## config.mk

```make
export PLATFORM = sky130hd
export DESIGN_NAME = if_fetch_queue
export DESIGN_NICKNAME = d
export VERILOG_FILES = /design/src/rtl/if_pkg.sv /design/src/rtl/if_fetch_queue_fifo.sv /design/src/rtl/if_fetch_queue.sv
export SDC_FILE = /design/constraint.sdc
export NUM_CORES = 1
export LEC_CHECK = 0
export ABC_AREA = 1
export CAP_MARGIN = 20
export CORE_MARGIN = 2
export CORE_UTILIZATION = 40
export CTS_BUF_LIST = sky130_fd_sc_hd__clkbuf_8 sky130_fd_sc_hd__clkbuf_16
export CTS_CLUSTER_SIZE = 16
export DETAILED_ROUTE_END_ITERATION = 6
export PLACE_DENSITY = 0.56
export SLEW_MARGIN = 20
export SYNTH_ARGS = -nofsm -noshare
export SYNTH_HDL_FRONTEND = slang
export SYNTH_SLANG_ARGS = --single-unit
```

## constraint.sdc

```tcl
create_clock -name clk -period 4.84 [get_ports clk]
set_input_delay 0.968 -clock clk [delete_from_list [all_inputs] [get_ports clk]]
set_output_delay 0.968 -clock clk [all_outputs]
set_load 0.02 [all_outputs]
```

## src/rtl/if_pkg.sv

```systemverilog
// Shared types and constants for the instruction-fetch queue.
package if_pkg;

  localparam int XLEN_DEFAULT   = 32;
  localparam int QDEPTH_DEFAULT = 4;
  localparam int CNT_W          = $clog2(QDEPTH_DEFAULT) + 1;

  localparam logic [XLEN_DEFAULT-1:0] NOP_INSTR = 32'h0000_0013;

  typedef struct packed {
    logic [XLEN_DEFAULT-1:0] pc;
    logic [XLEN_DEFAULT-1:0] instr;
  } fetch_entry_t;

  function automatic logic [31:0] sat_inc(input logic [31:0] v);
    return (v == 32'hFFFF_FFFF) ? v : v + 32'd1;
  endfunction

endpackage

```

## src/rtl/if_fetch_queue_fifo.sv

```systemverilog
// QDEPTH-entry synchronous FIFO of fetch entries; head is read directly from storage (no bypass).
module fetch_fifo
  import if_pkg::*;
#(
  parameter int QDEPTH = 4
) (
  input  logic                       clk,
  input  logic                       reset,
  input  logic                       flush,
  input  logic                       push,
  input  fetch_entry_t               push_data,
  input  logic                       pop,
  output fetch_entry_t               head,
  output logic [$clog2(QDEPTH):0]    count
);

  localparam int PW = $clog2(QDEPTH);
  localparam int CW = PW + 1;

  logic [PW-1:0] rd_ptr_q, rd_ptr_d;
  logic [PW-1:0] wr_ptr_q, wr_ptr_d;
  logic [CW-1:0] count_q, count_d;
  logic          pop_ok;

  fetch_entry_t entry_q [QDEPTH];
  fetch_entry_t entry_d [QDEPTH];

  assign pop_ok = pop && (count_q != '0);

  always_comb begin
    rd_ptr_d = rd_ptr_q;
    wr_ptr_d = wr_ptr_q;
    count_d  = count_q;
    if (flush) begin
      rd_ptr_d = '0;
      wr_ptr_d = '0;
      count_d  = '0;
    end else begin
      if (push)   wr_ptr_d = wr_ptr_q + PW'(1);
      if (pop_ok) rd_ptr_d = rd_ptr_q + PW'(1);
      case ({push, pop_ok})
        2'b10:   count_d = count_q + CW'(1);
        2'b01:   count_d = count_q - CW'(1);
        default: count_d = count_q;
      endcase
    end
  end

  always_ff @(posedge clk) begin
    if (reset) begin
      rd_ptr_q <= '0;
      wr_ptr_q <= '0;
      count_q  <= '0;
    end else begin
      rd_ptr_q <= rd_ptr_d;
      wr_ptr_q <= wr_ptr_d;
      count_q  <= count_d;
    end
  end

  // Payload storage needs no reset: count gates every read of it.
  generate
    for (genvar gi = 0; gi < QDEPTH; gi++) begin : g_entry
      always_comb begin
        entry_d[gi] = entry_q[gi];
        if (push && !flush && (wr_ptr_q == PW'(gi))) entry_d[gi] = push_data;
      end
      always_ff @(posedge clk) entry_q[gi] <= entry_d[gi];
    end
  endgenerate

  always_ff @(posedge clk) begin
    if (!reset && !flush) assert (!(push && !pop_ok && (count_q == CW'(QDEPTH))));
  end

  assign head  = entry_q[rd_ptr_q];
  assign count = count_q;

endmodule

```

## src/rtl/if_fetch_queue.sv

```systemverilog
// Instruction fetch with prefetch queue, 1-cycle imem, redirect flush.
// Optional FETCH_PERF_EN adds saturating fetch/flush/stall counters.
module if_fetch_queue
  import if_pkg::*;
#(
  parameter int                 XLEN     = XLEN_DEFAULT,
  parameter logic [XLEN-1:0]    RESET_PC = '0,
  parameter int                 QDEPTH   = QDEPTH_DEFAULT,
  parameter int                 IMEM_AW  = 6
) (
  input  logic                 clk,
  input  logic                 reset,
  input  logic                 redirect_valid,
  input  logic [XLEN-1:0]      redirect_pc,
  output logic                 imem_req,
  output logic [IMEM_AW-1:0]   imem_addr,
  input  logic [XLEN-1:0]      imem_rdata,
  input  logic                 id_ready,
  output logic                 if_valid,
  output logic [XLEN-1:0]      if_instr,
  output logic [XLEN-1:0]      if_pc,
  output logic                 if_flush
`ifdef FETCH_PERF_EN
  ,
  output logic [31:0]          perf_fetched,
  output logic [31:0]          perf_flushes,
  output logic [31:0]          perf_stall
`endif
);

  localparam int CW = $clog2(QDEPTH) + 1;

  logic [XLEN-1:0] pc_q, pc_d;
  logic [XLEN-1:0] resp_pc_q, resp_pc_d;
  logic            inflight_q, inflight_d;
  logic [CW-1:0]   count;
  logic [CW:0]     occupancy;
  logic            issue;
  logic            push;
  logic            pop;
  fetch_entry_t    push_data;
  fetch_entry_t    head;
  logic            unused_ok;

  assign unused_ok = &{1'b0, redirect_pc[1:0]};

  // Pending response counts against capacity so the push can never overflow.
  assign occupancy = {1'b0, count} + {{CW{1'b0}}, inflight_q};
  assign issue     = !reset && !redirect_valid && (occupancy < (CW+1)'(QDEPTH));
  assign push      = inflight_q && !redirect_valid;
  assign pop       = if_valid && id_ready && !redirect_valid;
  assign push_data = '{pc: resp_pc_q, instr: imem_rdata};

  always_comb begin
    pc_d       = pc_q;
    resp_pc_d  = resp_pc_q;
    inflight_d = 1'b0;
    if (redirect_valid) begin
      pc_d = {redirect_pc[XLEN-1:2], 2'b00};
    end else if (issue) begin
      inflight_d = 1'b1;
      resp_pc_d  = pc_q;
      pc_d       = pc_q + XLEN'(4);
    end
  end

  always_ff @(posedge clk) begin
    if (reset) begin
      pc_q       <= RESET_PC;
      resp_pc_q  <= '0;
      inflight_q <= 1'b0;
    end else begin
      pc_q       <= pc_d;
      resp_pc_q  <= resp_pc_d;
      inflight_q <= inflight_d;
    end
  end

  fetch_fifo #(.QDEPTH(QDEPTH)) u_fifo (
    .clk       (clk),
    .reset     (reset),
    .flush     (redirect_valid),
    .push      (push),
    .push_data (push_data),
    .pop       (pop),
    .head      (head),
    .count     (count)
  );

  assign imem_req  = issue;
  assign imem_addr = pc_q[IMEM_AW+1:2];
  assign if_valid  = (count != '0);
  assign if_instr  = if_valid ? head.instr : '0;
  assign if_pc     = if_valid ? head.pc    : '0;
  assign if_flush  = redirect_valid;

`ifdef FETCH_PERF_EN
  logic [31:0] perf_fetched_q, perf_fetched_d;
  logic [31:0] perf_flushes_q, perf_flushes_d;
  logic [31:0] perf_stall_q,   perf_stall_d;

  always_comb begin
    perf_fetched_d = push ? sat_inc(perf_fetched_q) : perf_fetched_q;
    perf_flushes_d = redirect_valid ? sat_inc(perf_flushes_q) : perf_flushes_q;
    perf_stall_d   = ((count == CW'(QDEPTH)) && !id_ready) ? sat_inc(perf_stall_q) : perf_stall_q;
  end

  always_ff @(posedge clk) begin
    if (reset) begin
      perf_fetched_q <= '0;
      perf_flushes_q <= '0;
      perf_stall_q   <= '0;
    end else begin
      perf_fetched_q <= perf_fetched_d;
      perf_flushes_q <= perf_flushes_d;
      perf_stall_q   <= perf_stall_d;
    end
  end

  assign perf_fetched = perf_fetched_q;
  assign perf_flushes = perf_flushes_q;
  assign perf_stall   = perf_stall_q;
`endif

endmodule

```

-- Word-level counts from Yosys, hierarchy flattened
Memory sizes are Yosys's and may differ from the RTL's. A register that Yosys moved wholly into a read port is not among the register bits.
Index checks and enable logic that the tools add are counted.
- multipliers: 0
- multiplexer cells: 21
- reduce and logical (&&, ||, !) cells: 22
- equal/unequal tests: 9
- $add $sub $neg: 6
- magnitude comparators: 1
- shift-type cells: 0
- divide/modulo/power cells: 0
- bitwise gates (word level): 1
- operators with widths (cell ; number):
    two-way mux 64 bit ; 7
    OR reduction 64 bit ; 3
    two-way mux 32 bit ; 4
    adder 32 x 3 -> 32 bit (second input constant) ; 1
    logical AND 1 bit ; 11
    two-way mux 2 bit ; 5
    equality test 2 bit (second input constant) ; 3
    one-hot mux 3 bit (2 select lines) ; 1
    adder 2 x 1 -> 2 bit (second input constant) ; 2
    adder 3 x 1 -> 4 bit ; 1
    equality test 2 x 1 -> 1 bit (second input constant) ; 2
    < comparator 4 x 3 -> 1 bit (second input constant) ; 1
    two-way mux 1 bit ; 4
    inequality test 1 bit (second input constant) ; 4
    nonzero test 2 bit ; 2
    adder 3 x 1 -> 3 bit (second input constant) ; 1
    nonzero test 3 bit ; 1
    subtractor 3 x 1 -> 3 bit (second input constant) ; 1
    logical NOT 1 bit ; 2
    logical NOT 2 bit ; 1
    AND reduction 2 bit ; 1
    OR reduction 2 bit ; 1
    inverter 1 bit ; 1
- latch bits: 0
- memory bits (read-only): 0
- output and inout port bits: 73
- memories kept: 1
- logic and storage cells: 68
- register bits: 72
- input bits: 68
- memory bits (writable): 256
- memory list (memory ; words ; bits a word ; read ports ; clocked after Yosys merged registers in ; write ports ; RTL line ; text):
    u_fifo.entry_q ; 4 ; 64 ; 1 ; 1 ; 1 ; if_fetch_queue_fifo.sv:25 ; fetch_entry_t entry_q [QDEPTH];

-- Logic depth before layout (Yosys ltp)
- word-level depth: 9
- mapped depth: 10
- depth with buffers taken out: 10

-- By module
Synthesis repeated with hierarchy kept, for this count alone.
- cells, all modules: 1314
- area total of the unflattened synthesis: 13787.0 µm²
- modules (own cells, without submodules) (module ; cells an instance ; area an instance (µm²) ; times used):
    fetch_fifo ; 686 ; 9970.8 ; 1
    if_fetch_queue ; 628 ; 3816.2 ; 1

-- Least setup slack after synthesis
No wires, ideal clock.
- path kind: input to register
- start point: input redirect_valid
- end point: memory u_fifo.entry_q[0][0] (netlist name), enable pin
- library setup time: 0.482 ns
- data arrival time: 3.795 ns
- stages on the path: 3
- slack: 0.563 ns
- path buffers: 0
- cell sequence: inv_1 nand2_1 nor2_1
- cells in the longest elaborated chain, start to end: 9
- elaborated cells between the ends (all ways): 20
- those cells by class: eq/ne (4); mux (6); reduce/logical (10)
- RTL lines (what ; RTL line ; text):
    start, declared ; if_fetch_queue.sv:13 ; input logic redirect_valid,
    logical NOT 1 bit * ; if_fetch_queue_fifo.sv:66, if_fetch_queue.sv:50 ;
    logical AND 1 bit ; if_fetch_queue.sv:50 ; assign push = inflight_q && !redirect_valid;
    logical AND 1 bit * ; if_fetch_queue_fifo.sv:66 ; if (push && !flush && (wr_ptr_q == PW'(gi))) entry_d[gi] = push_data;
    logical AND 1 bit ; if_fetch_queue_fifo.sv:66 ;
    inequality test 1 bit (no line) ; -- ;
    OR reduction 64 bit (no line) ; -- ;
    two-way mux 2 bit (no line) or two-way mux 1 bit (tied branches) (3 in series) ; -- ;
    end, declared ; if_fetch_queue_fifo.sv:25 ;
Mark *: on every way between the ends. The rest lies on a longest branch, timed or not.

==> run summary <==
Clock Sinks = 318
Syn Area/Cell = 10.2 µm²
First-pass DRT Iterations = 5
max_cap viols = 0
critical path arrival = 2.92 ns
setup tns final = 0 ns
die width = 186 µm
largest net degree at the start of global routing = 72
nets = 1494
Setup Skew = 0.0152 ns
most common cell after layout, fill and taps aside = nor2_1
Fill cells = 2993
post-route clock period utilization = 80.4%
peak supply drop = 0.000200 V
top_reg_cell synth = edfxtp_1
Area contributors post-synth = edfxtp_1 56%, dfxtp_1 11%, nor2_1 9.5%
CTS H-tree depth = 2
CP endpoint kind = output pin
slew margin rel. = 30.7%
Slew @ Worst Pin = 1.04 ns
final core occ = 49.8%
overall routing resource usage = 17.8%
DP Cell Count = 1822
post-route cell area = 16200 µm²
CP Launch Type = flop
sequential fraction of the synthesis area = 66.6%
Post-DP HPWL = 18100 µm
vias in the first global route = 8691
TritonCTS clock tree = built
final routed DRC violation total = 0
Root Buffer = clkbuf_16
Ports = 141
FMAX = 257 MHz
final cell count without fillers = 1888
Final WS setup = 0.949 ns
# diodes = 0
synthesis-to-layout area growth = 22.4%
WHS = 0.474 ns
layout cells sized above 1 = 6.71%
Slew Limit Fails = 0
TritonCTS buffer count = 36
Leak = 5.74 nW
WP data required = 3.87 ns
crit path max fanout = 24
row cnt = 66
die area = 34700 µm²
Initial Util = 40.7%
pre-CTS setup slack = 1.11 ns
Post-CTS Repair Setup Buffers = 0
final hold vios = 0
via count = 9229
most frequent cells in the layout = 332 x nor2_1, 248 x edfxtp_1, 166 x o21ai_0
Post-synth ARST share = 0%
drt via density = 4.89
hold_buf cts = 0
RSZ-0062 raised after global routing = no
DR WL/cell = 16.4 µm
setup violators final = 0
Netlist cell types = 36
PortBufs = 136
initial antenna violation count = 1
crit path time final = 3.89 ns
Tot Pwr = 5.90 mW
first-pass GRT wire length = 47700 µm
post-CTS sizing = 0
dpl cell area = 15100 µm²
Die Y = 186 µm
synth warn = 0
drt first-iter violations = 570
clock latency on the worst-skew pair = 0.51 ns
Routed WL = 30900 µm
Multi-input gate area = 3770 µm²
Syn Inst Count = 1299
Cell Area, Synth = 13300 µm²
Worst Reg-to-Reg Cells = 9
gr ovfl total = 0
Post-synth EDFFs = 248
Reg clk slew, reported paths = 0.06 ns
Synth area leader = edfxtp_1
Core Area = 32600 µm²
Setup CP Type = flop to output pin
pwr/cell area = 363 nW/µm²
Yosys top cell area share = 56.1%
outcome = finished clean
RePlAce Congestion = 0.816
Register Area = 8850 µm²
Clock Tree Buf Depth = 3
Hold Crit Depth = 2
Antenna Violating Nets Remaining = 0
hold crit path type = flop to flop
#FFs+latches synth = 318
## path summary, 6_finish.rpt
kind / startpoint / to / slack, ns
setup / recovery: flop / if_pc[19] / 0.95
hold / removal: u_fifo.rd_ptr_q[1]$_SDFFE_PP0P_ / flop / 0.47
setup reg to reg: u_fifo.count[0]$_SDFFE_PP0P_ / u_fifo.count[2]$_SDFFE_PP0P_ / 2.43
hold reg to reg: u_fifo.rd_ptr_q[1]$_SDFFE_PP0P_ / flop / 0.47
## power breakdown
group / leakage (nW) / internal (mW) / switching, mW
combinational: 2.27 / 0.138 / 0.183
clock: 0.587 / 1.50 / 1.03
sequential: 2.89 / 3.00 / 0.0481
total: 5.74 / 4.63 / 1.26
## cell families (layout without fill, tap and decap cells)
logic type      count (synthesis)  count (layout)  synth area share (%)
simple gates                  534             534                  16.4
flops                         318             318                  66.6
compound gates                274             274                  10.5
buf+inv                       158             304                  5.20
fa+ha+maj                       7               7                 0.716
xor+xnor                        7               7                 0.462
other cells                     1               2                0.0282
## Yosys cell counts (10+ instances only)
master and number:
a21oi_1 95, buf_2 16, buf_4 10, clkbuf_1 41, dfxtp_1 70, edfxtp_1 248
inv_1 78, nand2_1 124, nand3_1 33, nor2_1 336, nor3_1 13, o21ai_0 166
## state kept, by name, indices dropped and copies added, names as in the netlist, named ones only
name,cells
pc_q,30
u_fifo.count,3
u_fifo.rd_ptr_q,2
inflight_q,1
u_fifo.entry_q,248
u_fifo.wr_ptr_q,2
resp_pc_q,30
## critical path: stages (launching register included)
cell and delay, ns:
dfxtp_2 0.58, inv_2 0.33, buf_4 0.35, nor2_1 0.12, o21ai_0 0.08, a21oi_1 0.26
clkdlybuf4s50_1 0.67
## layer usage
metal  part of all wire, %  vias up  GRT usage [%]
met5                 0.042        -              0
met4                   1.5        2           4.47
met3                   5.6       39           3.04
met2                    46      220           29.7
met1                    47     4327           24.3
li1                      -     4641              -
## layout make-up
class                           count  share of cell area [%]
Multi-Input combinational cell    824                    23.2
Clock inverter                     24                   0.839
Tap cell                          442                    3.40
Clock buffer                       41                    6.04
Sequential cell                   318                    54.5
Inverter                           82                    1.89
Timing Repair Buffer              157                    10.1
Power figures use the tool's default switching activity.
